**config.mk**
```make
export PLATFORM = sky130hd
export DESIGN_NAME = regfile_wb_arbiter
export DESIGN_NICKNAME = d
export VERILOG_FILES = /design/src/rtl/regfile_pkg.sv /design/src/rtl/rr_arbiter.sv /design/src/rtl/regfile_wb_arbiter.sv
export SDC_FILE = /design/constraint.sdc
export NUM_CORES = 1
export LEC_CHECK = 0
export CORE_UTILIZATION = 40
export CTS_BUF_LIST = sky130_fd_sc_hd__clkbuf_4
export DETAILED_ROUTE_END_ITERATION = 7
export PLACE_DENSITY_LB_ADDON = 0.25
export SLEW_MARGIN = 20
export SYNTH_ARGS = -nofsm -noshare
export SYNTH_HDL_FRONTEND = slang
export SYNTH_SLANG_ARGS = --single-unit
```
**constraint.sdc**
```tcl
create_clock -name clk -period 5.8 [get_ports clk]
set_input_delay 1.16 -clock clk [delete_from_list [all_inputs] [get_ports clk]]
set_output_delay 1.16 -clock clk [all_outputs]
set_load 0.01 [all_outputs]
```
**src/rtl/regfile_pkg.sv**
```systemverilog
// Shared register-file geometry for the writeback arbiter and its bench.
package regfile_pkg;
  localparam int REG_AW = 5;
  localparam int REG_DW = 32;
  localparam logic [REG_AW-1:0] REG_ZERO = 5'd0;
  localparam int NUM_REGS = 1 << REG_AW;
endpackage

```
**src/rtl/rr_arbiter.sv**
```systemverilog
// Round-robin arbiter: scans from (last grant + 1) and moves its pointer only
// when the caller reports that the grant was consumed (advance).
module rr_arbiter #(
  parameter int NREQ = 3,
  localparam int IW  = (NREQ > 1) ? $clog2(NREQ) : 1
) (
  input  logic            clk,
  input  logic            rst,
  input  logic [NREQ-1:0] req,
  input  logic            advance,
  output logic [NREQ-1:0] grant,
  output logic [IW-1:0]   grant_idx
);

  logic [IW-1:0] last_q, last_d;
  logic          found;

  always_comb begin
    grant     = '0;
    grant_idx = '0;
    found     = 1'b0;
    for (int k = 1; k <= NREQ; k++) begin
      int j;
      j = int'(last_q) + k;
      if (j >= NREQ) j = j - NREQ;
      if (!found && req[j]) begin
        found     = 1'b1;
        grant[j]  = 1'b1;
        grant_idx = IW'(j);
      end
    end
  end

  always_comb begin
    last_d = last_q;
    if (advance && found) last_d = grant_idx;
  end

  // Pointer resets to the last index so requester 0 wins the first scan.
  always_ff @(posedge clk) begin
    if (!rst) last_q <= IW'(NREQ - 1);
    else      last_q <= last_d;
  end

endmodule

```
**src/rtl/regfile_wb_arbiter.sv**
```systemverilog
// Shares the register-file write port among NREQ writeback sources and keeps
// the busy scoreboard for destinations of in-flight multicycle ops.
// Handshake: a write transfers when req_valid[i] && req_ready[i]; req_ready is
// combinational, one-hot or zero, never set for a non-valid requester.
module regfile_wb_arbiter
  import regfile_pkg::*;
#(
  parameter int NREQ = 3,
  parameter int AW   = REG_AW,
  parameter int DW   = REG_DW
) (
  input  logic                 clk,
  input  logic                 rst,
  input  logic [NREQ-1:0]      req_valid,
  output logic [NREQ-1:0]      req_ready,
  input  logic [NREQ*AW-1:0]   req_addr,
  input  logic [NREQ*DW-1:0]   req_data,
  output logic                 wb_we,
  output logic [AW-1:0]        wb_addr,
  output logic [DW-1:0]        wb_data,
  input  logic                 rsv_valid,
  input  logic [AW-1:0]        rsv_addr,
  output logic                 rsv_ready,
  input  logic [AW-1:0]        chk_rs,
  input  logic [AW-1:0]        chk_rt,
  output logic                 busy_rs,
  output logic                 busy_rt,
  output logic [(1<<AW)-1:0]   busy_vec
);

  localparam int NR = 1 << AW;
  localparam int IW = (NREQ > 1) ? $clog2(NREQ) : 1;

  logic [NREQ-1:0] grant;
  logic [IW-1:0]   grant_idx;
  logic            xfer;
  logic [AW-1:0]   sel_addr;
  logic [DW-1:0]   sel_data;

  logic            wb_we_q, wb_we_d;
  logic [AW-1:0]   wb_addr_q, wb_addr_d;
  logic [DW-1:0]   wb_data_q, wb_data_d;
  logic [NR-1:0]   busy_q, busy_d;
  logic [NR-1:0]   clr_mask, set_mask;
  logic            commit_hit;

  rr_arbiter #(.NREQ(NREQ)) u_rr (
    .clk       (clk),
    .rst       (rst),
    .req       (req_valid),
    .advance   (xfer),
    .grant     (grant),
    .grant_idx (grant_idx)
  );

  // Grants are suppressed while reset is asserted so nothing is accepted.
  assign req_ready = rst ? grant : '0;
  assign xfer      = |req_ready;

  always_comb begin
    sel_addr = '0;
    sel_data = '0;
    for (int i = 0; i < NREQ; i++) begin
      if (grant[i]) begin
        sel_addr = req_addr[i*AW +: AW];
        sel_data = req_data[i*DW +: DW];
      end
    end
  end

  always_comb begin
    wb_we_d   = xfer && (sel_addr != AW'(REG_ZERO));
    wb_addr_d = xfer ? sel_addr : wb_addr_q;
    wb_data_d = xfer ? sel_data : wb_data_q;
  end

  // A register committing this cycle counts as free for a new reservation.
  assign commit_hit = wb_we_q && (wb_addr_q == rsv_addr);
  assign rsv_ready  = rst && (!busy_q[rsv_addr] || (rsv_addr == AW'(REG_ZERO)) || commit_hit);

  always_comb begin
    clr_mask = '0;
    set_mask = '0;
    if (wb_we_q) clr_mask[wb_addr_q] = 1'b1;
    if (rsv_valid && rsv_ready && (rsv_addr != AW'(REG_ZERO))) set_mask[rsv_addr] = 1'b1;
    busy_d = (busy_q & ~clr_mask) | set_mask;
  end

  always_ff @(posedge clk) begin
    if (!rst) begin
      wb_we_q   <= 1'b0;
      wb_addr_q <= '0;
      wb_data_q <= '0;
      busy_q    <= '0;
    end else begin
      wb_we_q   <= wb_we_d;
      wb_addr_q <= wb_addr_d;
      wb_data_q <= wb_data_d;
      busy_q    <= busy_d;
    end
  end

  assign wb_we    = wb_we_q;
  assign wb_addr  = wb_addr_q;
  assign wb_data  = wb_data_q;
  assign busy_vec = busy_q;
  assign busy_rs  = (chk_rs != AW'(REG_ZERO)) && busy_q[chk_rs];
  assign busy_rt  = (chk_rt != AW'(REG_ZERO)) && busy_q[chk_rt];

endmodule

```
==> metrics.csv, run 1 <==
stage,metric,value,unit
status,status,"complete, no violations",
drt,Avg WL per Cell,19.6,um
worst_setup_path,type of origin of the critical path,primary input,
cells_and_area,Filler cells,952,
power_and_ir_drop,Flop pwr share,33.8,%
place,Placed Instances,814,
clock_network,clk root buf,clkbuf_4,
clock_network,worst skew pair latency,0.41,ns
sta,maximum clock rate,196,MHz
synthesis,warnings from Yosys,0,
clock_network,CTS buffer count,9,
synthesis,number of synthesized register bits,72,
power_and_ir_drop,Sw Pwr,0.000800,W
clock_network,CTS max path bufs,2,
worst_setup_path,r2r endpoint,wb_addr[3],
sta,Slew @ Worst Pin,0.707,ns
drt,DR iter-0 viols,296,
floorplan,starting density of the core,41.7,%
sta,skew final,0.0114,ns
place,IO Port Bufs,207,
clock_network,CTS tree,built,
min_path,Hold EP,wb_data[23],
clock_network,H-tree levels,3,
global_routing,GRT busiest layer,met2,
job,Max Cap Viol,0,
global_routing,GR Util All Layers,26.5,%
sta,Final period util,88.2,%
cells_and_area,Area Growth Syn to Fin,48.3,%
floorplan,Die W,109,um
sta,Hold Slack,0.474,ns
sta,fin. max-slew vios,0,
sta,final setup violation count,0,
place,Placer Congestion,0.895,
worst_setup_path,CP max FO,13,
synthesis,post-synthesis cell count,511,
synthesis,sequential area share after synthesis,31.4,%
min_path,worst hold path class,flop to flop,
drt,drt total wl,16300,um
global_routing,M3 GR Usage,5.68,%
worst_setup_path,R2R Setup Slk,1.96,ns
synthesis,area share of fa/ha/maj cells after synthesis,1.63,%
sta,RSZ-0062 raised after global routing,false,
floorplan,Cell Rows,38,
floorplan,Core Region,11000,sq um
min_path,Hold Path Cell Cnt,2,
synthesis,largest family of logic cells by synthesized area,compound AO/OA/AOI/OAI gates,
power_and_ir_drop,Worst VDD drop,151,uV
drt,ANT nets after route,0,
floorplan,Die Ht,109,um
power_and_ir_drop,Clock Power Share,17.0,%
synthesis,Synth Flop Type,dfxtp_1,
clock_network,CTS Hold Bufs,0,
floorplan,I/O Pins,208,
place,detailed placement HPWL,12000,um
clock_network,"Gates resized, CTS repair",0,
power_and_ir_drop,Sw Ratio,38.1,%
global_routing,met1 usage,31.9,%
synthesis,Synth Area in Compound Gates,27.3,%
sta,Worst slew margin,52.5,%
power_and_ir_drop,Pint,0.00130,W
power_and_ir_drop,power share of the combinational group,49.2,%
worst_setup_path,Crit Path Class,primary input to primary output,
worst_setup_path,worst path required time,4.64,ns
cells_and_area,non-filler instance count after layout,830,
worst_setup_path,Critical Path AT,3.95,ns
clock_network,Post-CTS Setup Bufs,0,
sta,fin crit period,5.11,ns
power_and_ir_drop,pwr dens,308,nW/um^2
synthesis,syn_area_per_cell,9.00,sq um
synthesis,Post-synth EDFFs,0,
worst_setup_path,R2R depth,10,
worst_setup_path,worst r2r src,u_rr.last_q[0],
synthesis,net count after synthesis,649,
drt,via count,5034,
synthesis,Cell variety after synth,54,
sta,TNS Setup,0,ns
clock_network,clk slew on worst S/H paths,0.11,ns
synthesis,"Async S/R FF share, synth",0,%
synthesis,XOR/XNOR share of the synthesized area,0.953,%
worst_setup_path,crit end category,primary output,
global_routing,vias in the first global route,4807,
global_routing,initial antenna violation count,0,
global_routing,first-pass GRT wire length,24200,um
sta,Final Hold Vio Count,0,
cells_and_area,diodes inserted,0,
min_path,min-delay src,wb_data[23],
drt,DRC viols,0,
synthesis,Post-Synth Simple-Gate Area,17.9,%
synthesis,synthesized area,4600,sq um
cells_and_area,layout cells sized above 1,8.99,%
global_routing,GRT overflow,0,
global_routing,largest net degree at the start of global routing,70,
clock_network,clock sink count,72,
power_and_ir_drop,total chip power,0.00210,W
global_routing,grt met2 use,44.9,%
drt,first-pass iteration count of the detailed router,5,
power_and_ir_drop,leak pwr,2.37,nW
floorplan,die area,11900,sq um
worst_setup_path,Critical Path Start,rsv_addr[0],
cells_and_area,Layout Nets,823,
drt,Vias/cell,6.07,
synthesis,mux cell area share after synthesis,14.9,%
power groups by stage:
stage / combinational [W] / sequential, W / clock [W]
6_report: 0.00103 / 0.000710 / 0.000356
3_3_place_gp: 0.00102 / 0.000712 / 0
3_5_place_dp: 0.00103 / 0.000718 / 0
2_1_floorplan: 0.000536 / 0.000743 / 0
5_1_grt: 0.00112 / 0.000726 / 0.000387
4_1_cts: 0.00104 / 0.000708 / 0.000367
how the worst max path moves through the flow:
| stage | end | slack (ns) | cells past startpoint |
|---|---|---|---|
| floorplan | busy_rs | 1.76 | 4 |
| global placement | rsv_ready | 0.82 | 6 |
| detailed placement | rsv_ready | 0.77 | 6 |
| CTS | rsv_ready | 0.69 | 6 |
| global route | rsv_ready | 0.57 | 6 |
| finish | rsv_ready | 0.69 | 6 |
logic make-up after synthesis:
logic type,Yosys count
muxes,35
adders and majority gates,6
xor gates and xnor gates,5
DFF,72
AOI/OAI and AO/OA,171
buffers and inverters,60
and+or+nand+nor,162
synthesized netlist by cell type (3+ instances only):
cell type	number	area, sq um
o311ai_0	5	43.8
a221oi_1	32	280
buf_2	16	80.1
nor2_1	38	143
or3_1	3	18.8
nand3_1	37	185
and3b_1	3	26.3
inv_1	10	37.5
a22oi_1	6	45.0
clkbuf_1	29	109
nand2_1	39	146
mux2i_1	3	30.0
mux2_2	5	56.3
a21boi_0	14	105
ha_1	6	75.1
or3b_2	3	26.3
and4b_1	4	40.0
nand3b_1	9	67.6
o21ai_0	42	210
mux4_2	26	586
dfxtp_1	72	1440
xor2_1	4	35.0
a21boi_1	20	150
nand2b_1	6	37.5
nor3_1	3	15.0
o31ai_1	33	248
buf_6	3	33.8
nor3b_1	4	30.0
and2_1	6	37.5
layout make-up:
| cell class | instances | area, sq um | share of cell area, % |
|---|---|---|---|
| Inverter | 10 | 37.5 | 0.551 |
| Tap cell | 140 | 175 | 2.57 |
| Timing Repair Buffer | 213 | 2110 | 31.0 |
| Clock buffer | 11 | 82.6 | 1.21 |
| Clock inverter | 5 | 71.3 | 1.05 |
| Sequential cell | 72 | 1440 | 21.1 |
| Multi-Input combinational cell | 379 | 2900 | 42.5 |
per-layer routing:
| metal | vias to the layer above | wire length, um | part of all wire [%] |
|---|---|---|---|
| met5 | - | 0 | 0 |
| met4 | 0 | 602 | 3.7 |
| met3 | 54 | 1410 | 8.7 |
| met2 | 284 | 7990 | 49 |
| met1 | 2387 | 6260 | 38 |
| li1 | 2309 | - | - |
placed cells by master, fill, tap and decap left out, types with 9 or more instances in the layout:
master / count
a221oi_1: 32
clkbuf_4: 11
mux4_2: 26
dfxtp_1: 72
clkdlybuf4s50_1: 206
o21ai_0: 42
inv_1: 10
nand3_1: 37
nand2_1: 39
nor2_1: 37
a21boi_1: 20
nand3b_1: 9
o31ai_1: 33
a21boi_0: 14
worst max-delay path: stages:
cell and delay [ns]:
clkdlybuf4s50_1 0.90, mux4_2 0.59, a22oi_1 0.23, nand4_1 0.17, a21boi_2 0.29, clkdlybuf4s50_1 0.61
flip-flops by register name, indices dropped and copies added, names as in the netlist:
name / cells
u_rr.last_q: 2
wb_data: 32
busy_vec: 32
wb_we: 1
wb_addr: 5
metrics by stage:
stage	cell area (sq um)	util, %	setup slack, ns
after floorplan	4600	-	1.76
after global placement	6660	60.4	0.825
after detailed placement	6660	60.4	0.766
after CTS	6820	61.8	0.692
after global routing	6820	61.8	0.565
final	6820	61.8	0.685
No activity file was read; power rests on OpenSTA's default activity.
==> inputs of run 2 (changes only) <==
--- a/config.mk
+++ b/config.mk
@@ -8,7 +8,7 @@
 export CORE_UTILIZATION = 40
 export CTS_BUF_LIST = sky130_fd_sc_hd__clkbuf_4
 export DETAILED_ROUTE_END_ITERATION = 7
-export PLACE_DENSITY_LB_ADDON = 0.25
+export PLACE_DENSITY = 0.89
 export SLEW_MARGIN = 20
 export SYNTH_ARGS = -nofsm -noshare
 export SYNTH_HDL_FRONTEND = slang
==> metrics.csv, run 2 (synthesis gave the netlist of run 1 again) <==
stage,metric,value,unit,change
status,status,"complete, no violations",,unchanged
power_and_ir_drop,Sw Ratio,40.7,%,was 38.1%
min_path,min-delay src,wb_data[30],,was wb_data[23]
job,Max Cap Viol,0,,unchanged
worst_setup_path,CP max FO,13,,unchanged
floorplan,Core Region,11000,sq um,unchanged
floorplan,Cell Rows,38,,unchanged
cells_and_area,"most common cell after layout, fill and taps aside",clkdlybuf4s50_1,,unchanged
drt,DRC viols,0,,unchanged
clock_network,CTS Hold Bufs,0,,unchanged
floorplan,Die W,109,um,unchanged
drt,DR iter-0 viols,310,,was 296
power_and_ir_drop,Pint,0.00121,W,was 0.00130 W
place,detailed placement HPWL,12200,um,was 12000 um
drt,via count,5049,,was 5034
power_and_ir_drop,Sw Pwr,0.000834,W,was 0.000800 W
global_routing,GR Util All Layers,27.3,%,was 26.5%
power_and_ir_drop,Clock Power Share,13.5,%,was 17.0%
sta,skew final,0.0178,ns,was 0.0114 ns
sta,fin. max-slew vios,0,,unchanged
drt,Avg WL per Cell,19.5,um,was 19.6 um
floorplan,Die Ht,109,um,unchanged
floorplan,I/O Pins,208,,unchanged
global_routing,initial antenna violation count,0,,unchanged
global_routing,GRT overflow,0,,unchanged
sta,TNS Setup,0,ns,unchanged
clock_network,worst skew pair latency,0.41,ns,about the same
cells_and_area,Area Growth Syn to Fin,47.9,%,was 48.3%
place,IO Port Bufs,207,,unchanged
sta,Setup WS post-layout,0.780,ns,was 0.685 ns
place,Place WS,0.783,ns,was 0.766 ns
cells_and_area,layout cells sized above 1,9.28,%,was 8.99%
sta,Final Hold Vio Count,0,,unchanged
drt,Vias/cell,6.08,,was 6.07
clock_network,clock sink count,72,,unchanged
drt,drt total wl,16200,um,was 16300 um
sta,Hold Slack,0.480,ns,was 0.474 ns
power_and_ir_drop,power share of the combinational group,51.7,%,was 49.2%
worst_setup_path,worst path required time,4.64,ns,about the same
worst_setup_path,type of origin of the critical path,primary input,,unchanged
place,Placer Congestion,0.948,,was 0.895
drt,ANT nets after route,0,,unchanged
sta,Worst slew margin,49.2,%,was 52.5%
clock_network,CTS buffer count,9,,unchanged
power_and_ir_drop,pwr dens,301,nW/um^2,was 308 nW/um^2
drt,first-pass iteration count of the detailed router,6,,was 5
sta,maximum clock rate,199,MHz,was 196 MHz
sta,RSZ-0062 raised after global routing,false,,unchanged
worst_setup_path,Crit Path Class,primary input to primary output,,unchanged
worst_setup_path,R2R depth,10,,unchanged
clock_network,Post-CTS Setup Bufs,0,,unchanged
sta,final setup violation count,0,,unchanged
clock_network,"Gates resized, CTS repair",0,,unchanged
clock_network,H-tree levels,3,,unchanged
worst_setup_path,crit end category,primary output,,unchanged
global_routing,largest net degree at the start of global routing,65,,was 70
sta,Slew @ Worst Pin,0.756,ns,was 0.707 ns
cells_and_area,Layout Nets,823,,unchanged
floorplan,die area,11900,sq um,unchanged
worst_setup_path,Critical Path Start,rsv_addr[0],,unchanged
cells_and_area,most frequent cells in the layout,"clkdlybuf4s50_1, dfxtp_1, o21ai_0",,unchanged
min_path,worst hold path class,flop to flop,,unchanged
power_and_ir_drop,leak pwr,2.35,nW,was 2.37 nW
worst_setup_path,R2R Setup Slk,2.09,ns,was 1.96 ns
power_and_ir_drop,Flop pwr share,34.8,%,was 33.8%
clock_network,clk root buf,clkbuf_4,,unchanged
floorplan,starting density of the core,41.7,%,unchanged
global_routing,first-pass GRT wire length,25100,um,was 24200 um
worst_setup_path,Critical Path AT,3.86,ns,was 3.95 ns
global_routing,vias in the first global route,5205,,was 4807
clock_network,CTS max path bufs,2,,unchanged
power_and_ir_drop,Worst VDD drop,178,uV,was 151 uV
cells_and_area,diodes inserted,0,,unchanged
sta,Final period util,86.6,%,was 88.2%
sta,fin crit period,5.02,ns,was 5.11 ns
worst_setup_path,worst r2r src,u_rr.last_q[0],,unchanged
clock_network,clk slew on worst S/H paths,0.14,ns,was 0.11 ns
cells_and_area,Util after Layout,61.6,%,was 61.8%
clock_network,CTS tree,built,,unchanged
min_path,Hold Path Cell Cnt,2,,unchanged
==> run 2: cell types whose count changed in the layout (fill, tap and decap cells not counted), moves of 2 or more <==
cell / previous run / this run
bufinv_16: 2 / 0
clkinv_1: 3 / 1
clkinvlp_4: 0 / 4
clkbuf_4: 11 / 9
==> run 2: final cells by class <==
class / instances / area, sq um
Fill cell: 911 / 4230
Multi-Input combinational cell: 379 / 2910
Timing Repair Buffer: 213 / 2120
Sequential cell: 72 / 1440
Tap cell: 140 / 175
Clock buffer: 9 / 67.6
Clock inverter: 7 / 47.5
Inverter: 10 / 37.5
==> run 2: worst paths after layout <==
| path | to |
|---|---|
| worst max register to register | wb_data[10] |
| worst min-delay path | wb_data[30] |
| worst max-delay path | rsv_ready |
| worst min register to register | wb_data[30] |
==> run 2: metal layers <==
| metal | vias up | wire (um) | global-route usage [%] |
|---|---|---|---|
| met5 | - | 0 | 0 |
| met3 | 48 | 1560 | 5.68 |
| li1 | 2310 | - | - |
| met2 | 320 | 8200 | 50.2 |
| met1 | 2371 | 5860 | 29.5 |
| met4 | 0 | 556 | 13.0 |
==> run 2: power by group through the flow <==
stage                     registers (W)  logic (W)  clock network (W)
after floorplan                0.000743   0.000536                  0
final                          0.000712    0.00106           0.000277
after global routing           0.000727    0.00114           0.000305
after CTS                      0.000710    0.00105           0.000285
after detailed placement       0.000723    0.00105                  0
after global placement         0.000715    0.00102                  0
==> run 2: worst max-delay path: stages <==
cell             delay (ns)
clkdlybuf4s50_1        0.88
mux4_2                 0.58
a22oi_1                0.22
nand4_1                0.14
a21boi_2               0.28
clkdlybuf4s50_1        0.60
==> run 2: stage by stage <==
stage | power, W | area [sq um] | instances
after global routing | 0.00217 | 6800 | 830
after detailed placement | 0.00177 | 6690 | 814
after floorplan | 0.00128 | 4600 | 511
after CTS | 0.00205 | 6800 | 830
after global placement | 0.00173 | 6690 | 814
final | 0.00205 | 6800 | 830
